`src/rtl/fp16_pkg.sv`:
```
// rtl/fp16_pkg.sv - FP16 format constants shared by the float_MAC datapath
package fp16_pkg;

  localparam int EXP_W        = 5;
  localparam int FRAC_W       = 10;
  localparam int FP16_BIAS    = 15;
  localparam int FP16_EXP_MAX = 31;

  localparam logic [15:0] FP16_QNAN = 16'h7E00;
  localparam logic [15:0] FP16_INF  = 16'h7C00;

  function automatic logic [15:0] fp16_signed_zero(input logic sign);
    return {sign, 15'h0000};
  endfunction

  function automatic logic [15:0] fp16_signed_inf(input logic sign);
    return {sign, FP16_INF[14:0]};
  endfunction

endpackage

```
`src/rtl/fp16_unpack.sv`:
```
// rtl/fp16_unpack.sv - combinational FP16 field split and operand classification
module fp16_unpack
  import fp16_pkg::*;
(
  input  logic [15:0]       value,
  output logic              sign,
  output logic [EXP_W-1:0]  exp,
  output logic [FRAC_W:0]   man,
  output logic              is_zero,
  output logic              is_inf,
  output logic              is_nan
);

  logic [FRAC_W-1:0] frac;
  logic              exp_all_ones;

  assign sign = value[15];
  assign exp  = value[14:10];
  assign frac = value[9:0];

  // Subnormal inputs are flushed: any zero exponent counts as zero.
  assign man          = {1'b1, frac};
  assign exp_all_ones = (exp == EXP_W'(FP16_EXP_MAX));
  assign is_zero      = (exp == '0);
  assign is_inf       = exp_all_ones && (frac == '0);
  assign is_nan       = exp_all_ones && (frac != '0);

endmodule

```
`src/rtl/fpmultiplier.sv`:
```
// rtl/fpmultiplier.sv - 3-stage pipelined FP16 multiplier, RNE rounding, flush-to-zero
module fpmultiplier
  import fp16_pkg::*;
(
  input  logic        CLK,
  input  logic        RESETn,
  input  logic [15:0] A,
  input  logic [15:0] B,
  input  logic        in_valid,
  output logic [15:0] product,
  output logic        out_valid
);

  localparam logic [7:0]        BIAS_8    = 8'(FP16_BIAS);
  localparam logic signed [7:0] EXP_MAX_S = 8'(FP16_EXP_MAX);

  logic              a_sign, b_sign;
  logic [EXP_W-1:0]  a_exp, b_exp;
  logic [FRAC_W:0]   a_man, b_man;
  logic              a_zero, a_inf, a_nan;
  logic              b_zero, b_inf, b_nan;

  fp16_unpack u_unpack_a (
    .value   (A),
    .sign    (a_sign),
    .exp     (a_exp),
    .man     (a_man),
    .is_zero (a_zero),
    .is_inf  (a_inf),
    .is_nan  (a_nan)
  );

  fp16_unpack u_unpack_b (
    .value   (B),
    .sign    (b_sign),
    .exp     (b_exp),
    .man     (b_man),
    .is_zero (b_zero),
    .is_inf  (b_inf),
    .is_nan  (b_nan)
  );

  logic        sign_s0;
  logic        spec_s0;
  logic [15:0] specval_s0;

  always_comb begin
    sign_s0    = a_sign ^ b_sign;
    spec_s0    = a_nan | b_nan | a_inf | b_inf | a_zero | b_zero;
    specval_s0 = fp16_signed_zero(sign_s0);
    if (a_nan | b_nan | (a_inf & b_zero) | (a_zero & b_inf)) begin
      specval_s0 = FP16_QNAN;
    end else if (a_inf | b_inf) begin
      specval_s0 = fp16_signed_inf(sign_s0);
    end
  end

  // Stage 1 registers
  logic                v1;
  logic                sign1;
  logic signed [7:0]   exp1;
  logic [FRAC_W:0]     man1a, man1b;
  logic                spec1;
  logic [15:0]         specval1;

  always_ff @(posedge CLK) begin
    if (!RESETn) begin
      v1 <= 1'b0;
    end else begin
      v1 <= in_valid;
    end
  end

  always_ff @(posedge CLK) begin
    sign1    <= sign_s0;
    exp1     <= {3'b000, a_exp} + {3'b000, b_exp} - BIAS_8;
    man1a    <= a_man;
    man1b    <= b_man;
    spec1    <= spec_s0;
    specval1 <= specval_s0;
  end

  // Stage 2 registers
  logic                v2;
  logic [21:0]         prod2;
  logic                sign2;
  logic signed [7:0]   exp2;
  logic                spec2;
  logic [15:0]         specval2;

  always_ff @(posedge CLK) begin
    if (!RESETn) begin
      v2 <= 1'b0;
    end else begin
      v2 <= v1;
    end
  end

  always_ff @(posedge CLK) begin
    prod2    <= man1a * man1b;
    sign2    <= sign1;
    exp2     <= exp1;
    spec2    <= spec1;
    specval2 <= specval1;
  end

  // Stage 3: normalize, round to nearest even, range check, pack
  logic [FRAC_W-1:0]   frac_n;
  logic                guard, sticky, inc;
  logic signed [7:0]   exp_n, exp_r;
  logic [FRAC_W-1:0]   frac_r;
  logic                carry;
  logic [15:0]         result;

  always_comb begin
    if (prod2[21]) begin
      frac_n = prod2[20:11];
      guard  = prod2[10];
      sticky = |prod2[9:0];
      exp_n  = exp2 + 8'sd1;
    end else begin
      frac_n = prod2[19:10];
      guard  = prod2[9];
      sticky = |prod2[8:0];
      exp_n  = exp2;
    end

    inc             = guard & (sticky | frac_n[0]);
    {carry, frac_r} = {1'b0, frac_n} + {{FRAC_W{1'b0}}, inc};
    exp_r           = exp_n + {7'b0000000, carry};

    if (spec2) begin
      result = specval2;
    end else if (exp_r >= EXP_MAX_S) begin
      result = fp16_signed_inf(sign2);
    end else if (exp_r <= 8'sd0) begin
      result = fp16_signed_zero(sign2);
    end else begin
      result = {sign2, exp_r[EXP_W-1:0], frac_r};
    end
  end

  always_ff @(posedge CLK) begin
    if (!RESETn) begin
      out_valid <= 1'b0;
      product   <= 16'h0000;
    end else begin
      out_valid <= v2;
      if (v2) begin
        product <= result;
      end
    end
  end

endmodule

```
`config.mk`:
```
export PLATFORM = sky130hd
export DESIGN_NAME = fpmultiplier
export DESIGN_NICKNAME = d
export VERILOG_FILES = /design/src/rtl/fp16_pkg.sv /design/src/rtl/fp16_unpack.sv /design/src/rtl/fpmultiplier.sv
export SDC_FILE = /design/constraint.sdc
export NUM_CORES = 1
export LEC_CHECK = 0
export CAP_MARGIN = 30
export CORE_MARGIN = 1.5
export CORE_UTILIZATION = 50
export DETAILED_ROUTE_END_ITERATION = 16
export PLACE_DENSITY = 0.72
export RECOVER_POWER = 100
export SLEW_MARGIN = 20
export SYNTH_ARGS = -nofsm -noshare
export SYNTH_HDL_FRONTEND = slang
export SYNTH_HIERARCHICAL = 1
export SYNTH_SLANG_ARGS = --single-unit
```
`constraint.sdc`:
```
create_clock -name CLK -period 4.5 [get_ports CLK]
set_input_delay 0.9 -clock CLK [delete_from_list [all_inputs] [get_ports CLK]]
set_output_delay 0.9 -clock CLK [all_outputs]
set_load 0.01 [all_outputs]
```
==> results of run 1 <==
[power by group]
| group | switching [mW] | internal, mW |
|---|---|---|
| clock | 0.326 | 0.466 |
| combinational | 1.80 | 2.04 |
| sequential | 0.149 | 0.941 |
| total | 2.27 | 3.45 |
[registers in the layout (all words and copies together) (netlist names), 3 cells and up]
signal    flops
specval1      3
exp1          7
man1a        11
exp2          7
product      16
prod2        22
man1b        11
specval2      3
[metrics by stage]
step	setup TNS, ns	instances	instance area, sq um	util (%)
6_report	-0.570	1087	9370	64.2
5_1_grt	-3.14	1087	9370	64.2
4_1_cts	-0.261	1076	9140	62.6
3_5_place_dp	-2.12	1048	8480	58.1
3_3_place_gp	-1.77	1048	8480	58.1
2_1_floorplan	0	814	7770	-
[cells by family after synthesis]
group	synth area share, %
AO/OA/AOI/OAI	8.49
adder cells (fa/ha/maj)	33.8
other	0.100
XOR/XNOR	4.79
flip-flops	23.2
buffers and inverters	11.2
AND/OR/NAND/NOR	17.0
multiplexers	1.45
[worst max path at each step]
stage,from,to
2_1_floorplan,man1b[2],prod2[20]
3_3_place_gp,man1a[2],prod2[20]
3_5_place_dp,man1b[7],prod2[21]
4_1_cts,man1a[2],prod2[20]
5_1_grt,man1a[4],prod2[16]
6_report,man1b[3],prod2[16]
[final cells by class]
type	count	area [sq um]
clock buffers	11	253
clock inverters	5	61.3
fillers	1150	5220
inverters	125	469
multi-input cells	538	5340
flip-flops and latches	87	1800
well taps	184	230
repair buffers	137	1220
[metal layers]
metal,track usage (%),wire [um],up-vias
met4,7.69,420,0
met2,36.5,7780,104
met1,26.6,6960,2742
met3,2.48,464,35
li1,-,-,2758
met5,0,0,-
[layout by cell type (no fill, tap or decap), drive strengths merged, types with 9 or more instances in the layout]
cell type / instances
dlygate4sd3: 41
clkdlybuf4s50: 10
nand3: 18
nor2: 22
a21oi: 18
buf: 83
nand2: 75
clkbuf: 14
and2: 67
nor3: 10
fa: 81
dfxtp: 87
xor2: 14
a22o: 9
o21ai: 13
xnor2: 27
a21o: 14
inv: 128
ha: 73
[what timing repair did]
action,in CTS,in global routing
gates cloned,0,1
setup buffers,12,10
setup endpoints to repair,13,23
gates resized for setup,77,40
pin swaps,30,39
==> impl_metrics.py, run 1 <==
metrics = {
    "grt": {
        "grt_antenna_before_repair": 0,
        "grt_pass1_wl_um": 26700,
        "grt_max_degree": 28,
        "overflow": 0,
        "grt_use_total_pct": 20.9,
        "first_global_vias": 5809,
    },
    "synthesis": {
        "yosysMostFrequentCell": "inv_1",
        "ys_seq_area_share_pct": 23.2,
        "synth_area_leaders": "dfxtp_1, fa_1, ha_1, inv_1, and2_1",
        "synth_top_area_cell": "dfxtp_1",
        "syn_area_per_cell_sq_um": 9.22,
        "synth-async-reset-ratio_pct": 0,
        "synth_warnings": 6,
        "ys_ff_latch": 87,
        "syn_area_sq_um": 7500,
        "yosys.cell_types.count": 55,
        "synth_flop_cell": "dfxtp_1",
        "synth_edf_count": 0,
        "synth_top_area_share_pct": 23.2,
        "syn_nets": 1003,
        "syn_inst": 814,
        "ys_top_cells_by_count": "inv_1, dfxtp_1, fa_1",
    },
    "sta": {
        "setup_viol": 6,
        "fmax_mhz": 215,
        "hold_viol_final": 0,
        "slew-limit-headroom_pct": 52.4,
        "fin_hold_ws_ns": 0.326,
        "fin_ws_ns": -0.155,
        "min_period_over_period_pct": 103,
        "finalMaxSlewViolations": 0,
        "tightest_slew_ns": 0.708,
        "rsz0062_at_grt": "true",
        "fin_skew_ns": 0.00901,
        "fin_crit_ns": 4.65,
    },
    "setup_path": {
        "max_stage_delay_ns": 0.57,
        "r2r_cells": 18,
        "crit_type": "register to register",
        "r2r_slack_ns": -0.15,
        "cp.depth": 18,
        "reg2reg_to": "prod2[16]",
        "worstReg2RegStart": "man1b[3]",
        "path_buf_inv": 4,
        "critPathMaxFanout": 5,
        "worstSetupStartpointType": "register",
        "end_kind": "register",
        "crit_chain": "buf_12 -> nand2_2 -> fa_1 -> fa_2 -> inv_2 -> ha_4 -> fa_1 -> inv_2 -> fa_1 -> inv_1 -> ha_2 -> o21a_1 -> o21ai_2 -> or3_4 -> o21ai_4 -> nor4_4 -> nor3_2 -> xor2_1",
        "critPathArrivalTime_ns": 4.94,
        "cp.required_ns": 4.78,
        "slowest_stage": "fa_1",
        "cpLargestDelayFamily": "adder cells",
        "crit_top_cell": "fa_1",
    },
    "clock_tree": {
        "cts_buffers": 9,
        "htree_levels": 3,
        "clk_path_buf_depth": 2,
        "cts_tree": "built",
        "cts-root-buf": "clkbuf_16",
        "insertion_delay_ns": 0.36,
        "cts_sinks": 87,
        "holdBufCountCts": 0,
        "path_clk_slew_ns": 0.06,
    },
    "outcome": {
        "status": "complete, but fails checks",
        "violations": "negative setup slack",
    },
    "routing": {
        "wl_um": 15600,
        "first_pass_iters": 4,
        "vias": 5639,
        "drc": 0,
        "dr.first_iter.drc_count": 188,
        "drt-wirelength-per-cell_um": 14.4,
        "via_per_inst": 5.19,
        "ant_nets": 0,
    },
    "pwr": {
        "p_leak_nw": 4.40,
        "peakVddDrop_mv": 0.520,
        "finalPower_mw": 5.72,
        "power_density_nw_per_um2": 610,
    },
    "floorplan": {
        "die_h_um": 126,
        "coreArea_sq_um": 14600,
        "die_width_um": 126,
        "start_util_pct": 51.4,
        "io-pin-count": 52,
        "die_area_sq_um": 15800,
        "rows": 44,
    },
    "hold_path": {
        "holdPathEnd": "exp2[5]",
        "min_from": "exp1[5]",
        "hp-class": "register to register",
        "hold_depth": 0,
    },
    "place": {
        "hpwlAfterDp_um": 11500,
        "dpl_worst_slack_ns": -0.299,
        "gp_congestion": 0.854,
        "portBuffers": 51,
    },
    "job": {
        "cap_violations": 0,
    },
    "finish": {
        "syn2layout_area_growth_pct": 24.9,
        "nets": 1087,
        "drive_gt1_share_pct": 23.3,
        "antenna_cells": 0,
    },
}
(Power assumes the default switching activity.)
==> run 2, diff against run 1 <==
--- a/config.mk
+++ b/config.mk
@@ -6,11 +6,12 @@
 export NUM_CORES = 1
 export LEC_CHECK = 0
 export CAP_MARGIN = 30
-export CORE_MARGIN = 1.5
+export CORE_MARGIN = 2
 export CORE_UTILIZATION = 50
 export DETAILED_ROUTE_END_ITERATION = 16
 export PLACE_DENSITY = 0.72
 export RECOVER_POWER = 100
+export SETUP_SLACK_MARGIN = 0.2
 export SLEW_MARGIN = 20
 export SYNTH_ARGS = -nofsm -noshare
 export SYNTH_HDL_FRONTEND = slang
==> run 2 against run 1 <==
  * The run still ends with negative setup slack left
  * Die area up 1.6%
  * Wire length down 1.5%
  * Worst hold slack worse by 0.0012 ns
  * Non-clock buffer count down 9
  * Cell count down 0.83%
  * Core utilization down 0.051 points
  * Final area about the same
  * Register-to-register slack better by 0.02 ns
  * Sequential share of layout area down 0.078 points
  * First-iteration DRC count up 38%
  * Maximum frequency up 0.45%
  * Via count down 0.34%
  * Largest cell class unchanged
==> impl_metrics.py, run 2 (synthesis results as in run 1) <==
metrics = {
    "outcome": {
        "status": "complete, but fails checks",
        "violations": "negative setup slack",
    },
    "sta": {
        "slew-limit-headroom_pct": 54.2,
        "finalMaxSlewViolations": 0,
        "setup_tns_ns": -0.600,
        "min_period_over_period_pct": 103,
        "tightest_slew_ns": 0.680,
        "fmax_mhz": 216,
        "setup_viol": 6,
        "hold_viol_final": 0,
        "fin_crit_ns": 4.63,
        "fin_skew_ns": 0.00891,
        "fin_ws_ns": -0.134,
        "rsz0062_at_grt": "true",
    },
    "routing": {
        "via_per_inst": 5.21,
        "wl_um": 15400,
        "ant_nets": 0,
        "drc": 0,
        "dr.first_iter.drc_count": 260,
        "drt-wirelength-per-cell_um": 14.3,
        "first_pass_iters": 5,
        "vias": 5620,
    },
    "clock_tree": {
        "holdBufCountCts": 0,
        "cts_buffers": 9,
        "insertion_delay_ns": 0.35,
        "cts_tree": "built",
        "clk_path_buf_depth": 2,
        "cts-root-buf": "clkbuf_16",
        "cts_sinks": 87,
        "htree_levels": 3,
        "path_clk_slew_ns": 0.07,
    },
    "setup_path": {
        "critPathMaxFanout": 8,
        "end_kind": "register",
        "critPathArrivalTime_ns": 4.90,
        "cp.required_ns": 4.77,
        "startpoint": "man1a[5]",
        "r2r_slack_ns": -0.13,
        "crit_type": "register to register",
        "worstSetupStartpointType": "register",
        "reg2reg_to": "prod2[21]",
        "worstReg2RegStart": "man1a[5]",
        "r2r_cells": 19,
    },
    "finish": {
        "top_register": "prod2",
        "layout_common_cells": "inv_1, fa_1, dfxtp_1",
        "reg_top3": "prod2: 22 flops, product: 16 flops",
        "mostFrequentLayoutCell": "inv_1",
        "nets": 1078,
        "antenna_cells": 0,
        "drive_gt1_share_pct": 23.8,
        "fillers": 1143,
        "syn2layout_area_growth_pct": 24.8,
        "largest_reg_flops": 22,
    },
    "place": {
        "gp_congestion": 0.851,
        "hpwlAfterDp_um": 11600,
        "portBuffers": 51,
    },
    "grt": {
        "grt_pass1_wl_um": 26800,
        "grt_max_degree": 30,
        "first_global_vias": 5831,
        "grt_use_total_pct": 20.6,
        "grt_antenna_before_repair": 0,
        "overflow": 0,
    },
    "hold_path": {
        "holdPathEnd": "exp2[4]",
        "hold_depth": 0,
        "min_from": "exp1[4]",
        "hp-class": "register to register",
    },
    "floorplan": {
        "die_area_sq_um": 16000,
        "rows": 44,
        "die_h_um": 127,
        "die_width_um": 127,
        "coreArea_sq_um": 14600,
        "start_util_pct": 51.4,
        "io-pin-count": 52,
    },
    "job": {
        "cap_violations": 0,
    },
    "pwr": {
        "power_density_nw_per_um2": 601,
        "peakVddDrop_mv": 0.510,
        "p_leak_nw": 4.36,
        "finalPower_mw": 5.63,
    },
}
-- run 2: worst max path at each step --
| stage | to | slack, ns | cells after the start |
|---|---|---|---|
| final | prod2[21] | -0.13 | 19 |
| after global routing | prod2[18] | -0.29 | 17 |
| after detailed placement | prod2[20] | -0.29 | 18 |
| after floorplan | prod2[20] | 0.04 | 16 |
| after CTS | prod2[20] | -0.10 | 18 |
| after global placement | prod2[20] | -0.23 | 16 |
-- run 2: final cells by class --
class | instances | area, sq um | area share, %
flip-flops and latches | 87 | 1790 | 19.1
well taps | 184 | 230 | 2.46
clock inverters | 3 | 25.0 | 0.267
multi-input cells | 538 | 5340 | 57.1
repair buffers | 128 | 1250 | 13.3
clock buffers | 13 | 260 | 2.78
inverters | 125 | 469 | 5.01
-- run 2: repair_timing --
action | 4_1_cts | 5_1_grt
resized for setup | 70 | 33
endpoints found under the setup margin | 13 | 28
pin swaps | 21 | 38
gates cloned | 2 | 0
setup buffers | 11 | 3
-- run 2: report_power, final --
group,internal (mW),switching [mW],leakage (nW)
Clock,0.409,0.322,0.137
Combinational,2.02,1.79,3.50
Sequential,0.942,0.145,0.729
Total,3.37,2.26,4.36
-- run 2: worst max-delay path, cell delays in order (launching register included) --
cell      delay (ns)
dfxtp_4         0.39
buf_4           0.16
and2_4          0.13
fa_1            0.54
inv_2           0.04
fa_1            0.53
inv_1           0.05
fa_1            0.51
inv_1           0.05
fa_1            0.49
inv_2           0.05
ha_4            0.24
ha_4            0.23
and3_4          0.18
and3_4          0.18
nor2b_1         0.14
a21oi_2         0.12
nand3b_1        0.11
a31oi_1         0.24
xnor2_1         0.17
-- run 2: per-stage QoR --
| step | util, % | setup WS (ns) | instance area (sq um) | hold slack, ns | instances |
|---|---|---|---|---|---|
| 6_report | 64.2 | -0.134 | 9360 | 0.325 | 1078 |
| 5_1_grt | 64.2 | -0.288 | 9360 | 0.331 | 1078 |
| 4_1_cts | 63.1 | -0.102 | 9210 | 0.328 | 1075 |
| 3_5_place_dp | 58.9 | -0.286 | 8590 | 0.313 | 1046 |
| 3_3_place_gp | 58.9 | -0.233 | 8590 | 0.310 | 1046 |
| 2_1_floorplan | - | 0.0442 | 7850 | 0.310 | 814 |
-- run 2: per-layer routing --
layer / global-route usage, % / wire length (um)
met1: 26.3 / 6660
met2: 34.6 / 7620
met3: 4.51 / 739
met5: 0 / 0
met4: 6.98 / 359
==> run 3, diff against run 2 <==
--- a/config.mk
+++ b/config.mk
@@ -9,6 +9,7 @@
 export CORE_MARGIN = 2
 export CORE_UTILIZATION = 50
 export DETAILED_ROUTE_END_ITERATION = 16
+export MAX_ROUTING_LAYER = met4
 export PLACE_DENSITY = 0.72
 export RECOVER_POWER = 100
 export SETUP_SLACK_MARGIN = 0.2
==> run 3 against run 2 <==
  * The run still ends with negative setup slack left
  * Core utilization stayed put
  * Clock-buffer cell count stayed put
  * Maximum frequency is 0.24% lower
  * Combinational power hardly changed
  * Flip-flop and latch count stayed put
  * Clock power hardly changed
  * Final area stayed put
  * Wire length is 0.23% lower
  * Critical path depth stayed put
  * Global-route usage is 0.63 points higher
  * Critical path type unchanged
  * Largest cell class unchanged
==> impl_metrics.py, run 3 (synthesis results as in run 1) <==
metrics = {
    "sta": {
        "fin_ws_ns": -0.145,
        "fin_crit_ns": 4.64,
        "min_period_over_period_pct": 103,
        "hold_viol_final": 0,
        "slew-limit-headroom_pct": 57.0,
        "setup_viol": 6,
        "tightest_slew_ns": 0.639,
        "fmax_mhz": 215,
        "fin_hold_ws_ns": 0.325,
        "fin_skew_ns": 0.00872,
        "rsz0062_at_grt": "true",
        "finalMaxSlewViolations": 0,
        "setup_tns_ns": -0.628,
    },
    "pwr": {
        "p_seq_share_pct": 19.3,
        "intPower_mw": 3.37,
        "swShare_pct": 40.2,
        "clkPwrFrac_pct": 13.0,
        "power_density_nw_per_um2": 601,
        "switchingPower_mw": 2.26,
        "peakVddDrop_mv": 0.507,
        "combPwrFrac_pct": 67.7,
        "p_leak_nw": 4.36,
    },
    "routing": {
        "vias": 5583,
        "dr.first_iter.drc_count": 264,
        "via_per_inst": 5.18,
        "ant_nets": 0,
        "first_pass_iters": 4,
        "drt-wirelength-per-cell_um": 14.2,
        "wl_um": 15300,
        "drc": 0,
    },
    "setup_path": {
        "critPathArrivalTime_ns": 4.88,
        "crit_top_cell": "fa_1",
        "crit_chain": "buf_12 -> buf_16 -> nand2_2 -> fa_2 -> inv_1 -> ha_2 -> fa_1 -> fa_1 -> inv_2 -> fa_1 -> inv_2 -> ha_4 -> o21a_1 -> o21ai_2 -> or3_4 -> o21ai_4 -> o21a_1 -> buf_4 -> a211oi_2",
        "max_stage_delay_ns": 0.56,
        "cp.required_ns": 4.73,
        "critPathMaxFanout": 5,
        "cpLargestDelayFamily": "adder cells",
        "end_kind": "register",
        "crit_type": "register to register",
        "path_buf_inv": 6,
        "worstSetupStartpointType": "register",
        "slowest_stage": "fa_2",
    },
    "floorplan": {
        "rows": 44,
        "die_width_um": 127,
        "coreArea_sq_um": 14600,
        "die_area_sq_um": 16000,
        "die_h_um": 127,
        "start_util_pct": 51.4,
        "io-pin-count": 52,
    },
    "place": {
        "gp_congestion": 0.865,
        "hpwlAfterDp_um": 11600,
        "post_dp_cell_area_sq_um": 8590,
        "portBuffers": 51,
        "placed_cells_incl_taps": 1046,
    },
    "finish": {
        "mostFrequentLayoutCell": "inv_1",
        "top_register": "prod2",
        "nets": 1078,
        "final_area_sq_um": 9360,
        "drive_gt1_share_pct": 23.8,
        "reg_top3": "prod2: 22 flops, product: 16 flops",
        "final_cell_count_no_fill": 1078,
        "layout_common_cells": "inv_1, fa_1, dfxtp_1",
        "antenna_cells": 0,
        "syn2layout_area_growth_pct": 24.8,
        "largest_reg_flops": 22,
    },
    "clock_tree": {
        "cts_sinks": 87,
        "clk_path_buf_depth": 2,
        "cts_buffers": 9,
        "path_clk_slew_ns": 0.07,
        "insertion_delay_ns": 0.35,
        "cts-root-buf": "clkbuf_16",
        "cts_tree": "built",
        "htree_levels": 3,
    },
    "grt": {
        "overflow": 0,
        "grt_use_total_pct": 21.2,
        "grt_pass1_wl_um": 26900,
        "grt_antenna_before_repair": 0,
        "first_global_vias": 5813,
        "grt_max_degree": 30,
    },
    "outcome": {
        "status": "complete, but fails checks",
        "violations": "negative setup slack",
    },
    "hold_path": {
        "hp-class": "register to register",
    },
    "job": {
        "cap_violations": 0,
    },
}
-- run 3: cell counts in the layout (fill, tap and decap cells not counted) --
Identical to the previous run, type by type.
-- run 3: layout make-up --
type | count | area, sq um
clock inverters | 3 | 25.0
well taps | 184 | 230
clock buffers | 13 | 260
fillers | 1143 | 5230
multi-input cells | 538 | 5340
repair buffers | 128 | 1250
inverters | 125 | 469
flip-flops and latches | 87 | 1790
-- run 3: power groups by stage --
stage / sequential [mW] / combinational, mW / clock [mW]
4_1_cts: 1.09 / 3.60 / 0.743
3_3_place_gp: 1.10 / 3.20 / 0
5_1_grt: 1.11 / 4.26 / 0.775
3_5_place_dp: 1.10 / 3.25 / 0
6_report: 1.09 / 3.81 / 0.731
2_1_floorplan: 1.04 / 2.38 / 0
-- run 3: per-layer routing --
layer  vias up  track usage (%)  wire [um]
li1       2744                -          -
met1      2704             26.6       6680
met2       105             34.8       7580
met3        30             4.09        701
met4         0             6.72        380
met5         -                -          0
-- run 3: what timing repair did --
item / 4_1_cts / 5_1_grt
setup endpoints to repair: 13 / 28
setup buffers: 11 / 3
pin swaps: 21 / 38
hold buffers: 0 / 0
cloned: 2 / 0
resized for setup: 70 / 33
hold endpoints to repair: 0 / 0
-- run 3: path summary, 6_finish.rpt --
check,start,end,slack [ns],cells after the start
max,man1b[4],prod2[20],-0.14,19
min,exp1[4],exp2[4],0.33,0
max reg2reg,man1b[4],prod2[20],-0.14,19
min reg2reg,exp1[4],exp2[4],0.33,0
-- run 3: per-stage QoR --
stage               setup WS, ns  util (%)  power (mW)
floorplan                 0.0442         -        3.42
global placement          -0.233      58.9        4.30
detailed placement        -0.286      58.9        4.35
CTS                       -0.102      63.1        5.43
global route              -0.288      64.2        6.15
finish                    -0.145      64.2        5.63
